### config.mk
export PLATFORM = sky130hd
export DESIGN_NAME = div
export DESIGN_NICKNAME = d
export VERILOG_FILES = /design/src/rtl/div_pkg.sv /design/src/rtl/div.sv
export SDC_FILE = /design/constraint.sdc
export NUM_CORES = 1
export LEC_CHECK = 0
export BUFFER_PORTS_ARGS = -buffer_cell sky130_fd_sc_hd__buf_4
export CORE_MARGIN = 5
export CORE_UTILIZATION = 65
export DETAILED_ROUTE_END_ITERATION = 10
export HOLD_SLACK_MARGIN = 0.1
export PLACE_DENSITY_LB_ADDON = 0.1
export SYNTH_ARGS = -nofsm -noshare
export SYNTH_HDL_FRONTEND = slang
export SYNTH_SLANG_ARGS = --single-unit
### constraint.sdc
create_clock -name clk -period 8.57 [get_ports clk]
set_input_delay 0.4285 -clock clk [delete_from_list [all_inputs] [get_ports clk]]
set_output_delay 0.4285 -clock clk [all_outputs]
set_load 0.1 [all_outputs]
### src/rtl/div_pkg.sv
// Shared constants and helpers for the multi-cycle integer divider.
package div_pkg;

    localparam int RegBus       = 32;
    localparam int DoubleRegBus = 64;

    localparam logic DivResultReady    = 1'b1;
    localparam logic DivResultNotReady = 1'b0;
    localparam logic DivStart          = 1'b1;
    localparam logic DivStop           = 1'b0;

    typedef enum logic [1:0] {
        DivFree   = 2'b00,
        DivByZero = 2'b01,
        DivOn     = 2'b10,
        DivEnd    = 2'b11
    } div_state_t;

    function automatic logic [RegBus-1:0] neg32(input logic [RegBus-1:0] v);
        return ~v + 32'd1;
    endfunction

endpackage

### src/rtl/div.sv
// Restoring 32/32 divider (signed/unsigned) producing {remainder, quotient}.
// Latency: result valid after edge 34 from start (edge 2 for a zero divisor).
// Backpressure: start_i held high keeps the result; dropping it or annul_i frees the unit.
module div
    import div_pkg::*;
(
    input  logic                    clk,
    input  logic                    rst,
    input  logic                    signed_div_i,
    input  logic [RegBus-1:0]       opdata1_i,
    input  logic [RegBus-1:0]       opdata2_i,
    input  logic                    start_i,
    input  logic                    annul_i,
    output logic [DoubleRegBus-1:0] result_o,
    output logic                    ready_o
);

    div_state_t              state_q, state_d;
    logic [5:0]              cnt_q, cnt_d;
    logic [64:0]             dividend_q, dividend_d;
    logic [RegBus-1:0]       divisor_q, divisor_d;
    logic                    sgn_q, sgn_d;
    logic                    neg1_q, neg1_d;
    logic                    neg2_q, neg2_d;
    logic [DoubleRegBus-1:0] result_d;
    logic                    ready_d;

    // dividend_q layout: [64:33] partial remainder, [32:1] unconsumed dividend
    // bits shifting up, quotient bits entering at [0]. The 33-bit trial uses
    // [64:32], so a remainder with bit 31 set is never truncated.
    logic [32:0]       trial;
    logic [RegBus-1:0] op1_mag, op2_mag, quot_fix, rem_fix;

    assign trial    = dividend_q[64:32] - {1'b0, divisor_q};
    assign op1_mag  = (signed_div_i && opdata1_i[31]) ? neg32(opdata1_i) : opdata1_i;
    assign op2_mag  = (signed_div_i && opdata2_i[31]) ? neg32(opdata2_i) : opdata2_i;
    assign quot_fix = (sgn_q && (neg1_q ^ neg2_q)) ? neg32(dividend_q[31:0]) : dividend_q[31:0];
    assign rem_fix  = (sgn_q && neg1_q) ? neg32(dividend_q[64:33]) : dividend_q[64:33];

    always_comb begin
        state_d    = state_q;
        cnt_d      = cnt_q;
        dividend_d = dividend_q;
        divisor_d  = divisor_q;
        sgn_d      = sgn_q;
        neg1_d     = neg1_q;
        neg2_d     = neg2_q;
        result_d   = result_o;
        ready_d    = ready_o;
        case (state_q)
            DivFree: begin
                result_d = '0;
                ready_d  = DivResultNotReady;
                if (start_i == DivStart && !annul_i) begin
                    sgn_d      = signed_div_i;
                    neg1_d     = opdata1_i[31];
                    neg2_d     = opdata2_i[31];
                    divisor_d  = op2_mag;
                    dividend_d = {32'd0, op1_mag, 1'b0};
                    cnt_d      = 6'd0;
                    state_d    = (opdata2_i == '0) ? DivByZero : DivOn;
                end
            end
            DivByZero: begin
                dividend_d = '0;
                state_d    = DivEnd;
            end
            DivOn: begin
                if (annul_i) begin
                    cnt_d   = 6'd0;
                    state_d = DivFree;
                end else if (cnt_q != 6'd32) begin
                    if (trial[32])
                        dividend_d = {dividend_q[63:0], 1'b0};
                    else
                        dividend_d = {trial[31:0], dividend_q[31:0], 1'b1};
                    cnt_d = cnt_q + 6'd1;
                end else begin
                    dividend_d = {rem_fix, 1'b0, quot_fix};
                    cnt_d      = 6'd0;
                    state_d    = DivEnd;
                end
            end
            DivEnd: begin
                result_d = {dividend_q[64:33], dividend_q[31:0]};
                ready_d  = DivResultReady;
                if (start_i == DivStop || annul_i) begin
                    result_d = '0;
                    ready_d  = DivResultNotReady;
                    state_d  = DivFree;
                end
            end
            default: begin
                state_d = DivFree;
            end
        endcase
    end

    always_ff @(posedge clk or posedge rst) begin
        if (rst) begin
            state_q    <= DivFree;
            cnt_q      <= 6'd0;
            dividend_q <= '0;
            divisor_q  <= '0;
            sgn_q      <= 1'b0;
            neg1_q     <= 1'b0;
            neg2_q     <= 1'b0;
            result_o   <= '0;
            ready_o    <= DivResultNotReady;
        end else begin
            state_q    <= state_d;
            cnt_q      <= cnt_d;
            dividend_q <= dividend_d;
            divisor_q  <= divisor_d;
            sgn_q      <= sgn_d;
            neg1_q     <= neg1_d;
            neg2_q     <= neg2_d;
            result_o   <= result_d;
            ready_o    <= ready_d;
        end
    end

endmodule

==> After elaboration in Yosys (flattened, before gate mapping) <==
Index checks and enable logic that the tools add are counted.
{ "word_totals": {"output_inout_bits": 65, "wordCells": 74, "regBits": 173, "inputBits": 69} }
{ "classes": {"addsub": 6, "bitwise": 6, "reduce_logical": 18, "eq_ne": 10, "mux": 23} }
{ "ops": {"columns": ["operator", "n"], "rows": [
  ["two-way mux 65 bit", 4],
  ["case mux 65 bit (3 select lines)", 1],
  ["adder 32 x 1 -> 32 bit (second input constant)", 4],
  ["two-way mux 32 bit", 4],
  ["inverter 32 bit", 4],
  ["case mux 64 bit (2 select lines)", 1],
  ["two-way mux 64 bit", 1],
  ["subtractor 33 x 32 -> 33 bit", 1],
  ["zero test 32 bit", 1],
  ["two-way mux 6 bit", 3],
  ["case mux 6 bit (2 select lines)", 1],
  ["two-way mux 2 bit", 5],
  ["!= test 3 bit (second input constant)", 3],
  ["case mux 2 bit (4 select lines)", 1],
  ["AND reduction 4 bit", 2],
  ["adder 6 x 1 -> 6 bit (second input constant)", 1],
  ["!= test 2 bit (second input constant)", 3],
  ["!= test 6 bit (second input constant)", 1],
  ["AND reduction 3 bit", 2],
  ["logical AND 1 bit", 5],
  ["== test 2 bit (second input constant)", 2],
  ["AND reduction 2 bit", 2],
  ["nonzero test 2 bit", 2],
  ["nonzero test 3 bit", 1],
  ["other kinds (8)", 8]
]} }

==> Logic depth before layout (Yosys ltp) <==
{ "logic_depth": {"depth_word": 6, "ltp_mapped": 13, "depth_no_buf": 12} }

==> Worst setup path after synthesis <==
OpenSTA, ideal clock, no wires.
{ "synth_timing": {"kind": "reg-to-reg", "start": "reg dividend_q[32]", "end": "reg dividend_q[42]", "n_path_buf": 1, "setup_slack_ns": 5.465, "t_required_ns": 8.429, "arrival_ns": 2.964, "synth_period_minus_slack_ns": 3.105, "stages_incl_launch_ff": 14, "setup_ns": 0.141, "cell_sequence": "dfrtp_1 inv_1 ha_1 fa_1 nor2b_1 o2111ai_1 a21boi_1 a221oi_4 o21bai_1 a31oi_2 xnor2_1 buf_2 mux2i_1 o221ai_1"} }
{ "synth_between": {"elab_chain_len": 5} }
{ "synth_rtl": {"columns": ["element", "line", "source"], "rows": [
  ["start, declared", "div.sv:20", "logic [64:0] dividend_q, dividend_d;"],
  ["start signal, assigned", "div.sv:113", "dividend_q <= dividend_d;"],
  ["subtractor 33 x 32 -> 33 bit", "div.sv:34", "assign trial = dividend_q[64:32] - {1'b0, divisor_q};"],
  ["two-way mux 65 bit", "div.sv:73", "if (trial[32])"],
  ["two-way mux 65 bit", "div.sv:72", "end else if (cnt_q != 6'd32) begin"],
  ["two-way mux 65 bit", "div.sv:69", "if (annul_i) begin"],
  ["case mux 65 bit (3 select lines)", "div.sv:50", "case (state_q)"]
]} }
No other way between the ends. The select of a mux whose other input is x is not followed.
A chain may end at the register's enable or synchronous reset.

==> Worst setup path in the final report <==
{ "layout_timing": {"start": "reg state_q[0]", "end": "reg dividend_q[53]"} }
{ "layout_between": {"elab_chain_len": 3, "word_cells_on_any_way": 9, "classes_between": "eq/ne: 5; mux: 1; reduce/logical: 3"} }
{ "layout_rtl": {"columns": ["element", "line", "source"], "rows": [
  ["start, declared", "div.sv:18", "div_state_t state_q, state_d;"],
  ["start signal, assigned", "div.sv:101", "state_q <= DivFree;"],
  ["start signal, assigned", "div.sv:111", "state_q <= state_d;"],
  ["== test 2 bit (tied with other cells)", "div.sv:50", null],
  ["!= test 3 bit (no line) (tied with other cells)", null, null],
  ["AND reduction 4 bit (no line)", null, null]
]} }
Several ways; a longest one is shown, not always the timed one.

==> impl_results.md <==
- Status: finished, final reports clean
- WS Path Type: register to register
- Total Wirelength: 32.9 mm
- Clock transition at path regs: about 0.08 ns
- Nets: ~1600
- Synth Register Bits: between 150 and 200
- Worst-Skew Late Latency: 0.44 ns
- First-pass GRT wire length: about 54 mm
- Routed len/inst: 19.2 um
- Area Overhead vs Synth: 14.1%
- Initial detailed-routing violation count: between 1000 and 1500
- Rel. slew slack: 0.0945
- Adder-cell share of the synthesized area: 0.0471
- Total global routing overflow: 0
- Syn Nets: 1517
- Max H-tree Level: 4
- Largest net degree at the start of global routing: 102
- Via count: 11214
- Post-CTS Resized: 0
- Antenna violations before repair: 0
- Fin crit period: approximately 4 ns
- Clock power frac: 0.190
- Lkg Pwr: 6.16 nW
- Main flop type after synthesis: dfrtp_1
- Synth Area in XOR/XNOR: 0.0710
- Post CTS Setup Buffer Count: 0
- Setup violators final: 0
- Final hold slack: around 0.15 ns
- Cell Int Power: 2.12 mW
- Clk root buf: clkbuf_16
- Final Skew: around 0.014 ns
- Warnings, synthesis: 0
- Die X: roughly 140 um
- Mapped Area: 11800 sq um
- Core area: 18000 sq um
- Hold Fails Final Rpt: 0
- DP Cell Count: 1684
- Non-filler instance count after layout: 1716
- Crit path DAT: 4.25 ns
- Vias per cell: 6.53
- Mux contribution to synthesized area: 0.0204
- Gpl congestion: 1.01
- CP startpoint kind: register
- FFs w/ async S/R, synth: 1.00
- Finished layout cell area: 13500 sq um
- RSZ-0062 raised after global routing: false
- Setup crit end kind: register
- Commonest non-fill, non-tap cell in the layout: dfrtp_1
- Antenna Nets Post-Route: 0
- CP required: between 8 and 9 ns
- Syn Inst Count: between 1000 and 1500
- IO Port Bufs: 133
- IO Pins: roughly 130
- Number of synthesized flops with an enable pin: 0
- Clk buf depth: 2
- Setup TNS: 0 ns
- Main combinational cell family by area after synthesis: compound AO/OA/AOI/OAI gates
- Num CTS Buffers: 17
- Worst-margin pin slew: 1.35 ns
- Number of diodes: 0
- VDD IR-drop max: 0.436 mV
- Max Freq: about 260 MHz
- CTS tree: yes
- Placed Area: ~13000 sq um
- Starting Density: 0.659
- Row cnt: between 40 and 50
- Die Height: between 100 and 150 um
- Netlist cell types: 75
- Vias in the first global route: just over 10000
- Commonest non-fill, non-tap cells in the layout: dfrtp_1, buf_4, nand2_1
- CTS sink count: 173
- Sequential share of power: 0.297
- Fin crit share: 0.455
- Post-synthesis simple-gate area fraction: 0.183
- Die area: about 21000 sq um
- Sw Pwr: 1.98 mW
- PD cells: 304 nW/um^2
- Avg Inst Size Synth: 8.44 sq um
- All-layer global routing usage: 0.304
- First-pass detailed-route iteration total: 9
- DP HPWL: between 20 and 25 mm
- Final Max Tran Viols: 0
- Combinational cell fraction of total power: 0.513
- Seq/Total Area, Yosys: 0.366
- DRC: 0
- # hold bufs at CTS: 0
- Synth Area in Compound Gates: 0.265
- Worst-path fanout max: 23
- Maxcap violations: 0
- Layout cells sized above 1: 0.136
- Switch share: 0.482
- HP Class: input pin to async pin
## worst paths after layout
check / start / end / slack, ns / depth (start not counted)
worst max register to register: state_q[0] / dividend_q[53] / 4.67 / 9
worst max-delay path: state_q[0] / dividend_q[53] / 4.67 / 9
min in group clk: opdata1_i[31] / neg1_q / 0.22 / 3
max in group asynchronous: rst / result_o[20] / 6.91 / 3
worst min-delay path: rst / result_o[37] / 0.15 / 2
worst min register to register: divisor_q[19] / divisor_q[19] / 0.48 / 2
## sequential cells by signal, indices dropped and copies added (netlist names)
| register | flops |
|---|---|
| cnt_q | 6 |
| state_q | 2 |
| divisor_q | 32 |
| sgn_q | 1 |
| ready_o | 1 |
| dividend_q | 65 |
| neg2_q | 1 |
| neg1_q | 1 |
| result_o | 64 |
## power by group through the flow
stage	Combinational [mW]	Sequential (mW)	Clock (mW)
6_report	2.10	1.22	0.781
5_1_grt	2.30	1.25	0.832
4_1_cts	2.06	1.21	0.789
3_5_place_dp	2.04	1.23	0
3_3_place_gp	2.00	1.21	0
2_1_floorplan	1.47	1.27	0
## cell type report
cell class,instances,area [sq um]
timing repair buffer,144,1080
clock buffer,18,439
fill,1365,4450
sequential,173,4330
multi-input combinational,1079,6970
tap,229,287
inverter,59,226
clock inverter,14,173
## worst max-delay path, stage by stage (launching register included)
cell,delay (ns)
dfrtp_1,0.40
inv_1,0.17
ha_1,0.17
buf_4,0.20
nand2_1,0.59
nor2_1,0.92
nand2_1,0.66
o31ai_1,0.48
a31oi_1,0.07
o21ai_0,0.13
## per-layer routing
layer,global-route usage,vias to the layer above,part of all wire
met5,0,-,0
met4,0.0645,0,0.0090
met3,0.0758,33,0.12
met2,0.419,609,0.42
met1,0.484,5284,0.46
li1,-,5288,-
## through the flow
step                      worst slack, ns   util  total power, mW
after floorplan                      3.45      -             2.74
after global placement               4.87  0.718             3.21
after detailed placement             4.77  0.718             3.27
after CTS                            4.75  0.752             4.06
after global routing                 4.40  0.752             4.38
final                                4.67  0.752             4.10
## cells in the mapped netlist, drive strengths merged, types with 5 or more instances
cell type | n | area, sq um
or3 | 13 | 81.3
nor2b | 7 | 43.8
nor3b | 13 | 103
nand2b | 12 | 75.1
a21o | 24 | 180
o211ai | 5 | 37.5
a31oi | 27 | 175
buf | 12 | 50.1
ha | 43 | 538
clkbuf | 81 | 304
o41ai | 6 | 52.6
o22ai | 8 | 50.1
and2 | 10 | 62.6
o31ai | 9 | 67.6
a22o | 67 | 587
mux2i | 23 | 230
nand3b | 6 | 45.0
nor3 | 58 | 295
or4 | 14 | 109
a21oi | 110 | 551
nand4 | 6 | 37.5
and3 | 5 | 31.3
a211oi | 6 | 50.1
nor2 | 94 | 355
xnor2 | 59 | 517
a22oi | 7 | 52.6
o21a | 18 | 135
nor4 | 19 | 149
nand2 | 142 | 533
o21ai | 134 | 671
xor2 | 37 | 324
o221ai | 16 | 140
dfrtp | 173 | 4330
nand3 | 23 | 115
inv | 59 | 221
o2111ai | 7 | 61.3
## logic make-up after synthesis
group | after synthesis
AOI/OAI and AO/OA | 479
and+or+nand+nor | 436
DFF | 173
buffers and inverters | 152
xor gates and xnor gates | 96
adders and majority gates | 44
muxes | 24
No activity file was read; power rests on OpenSTA's default activity.
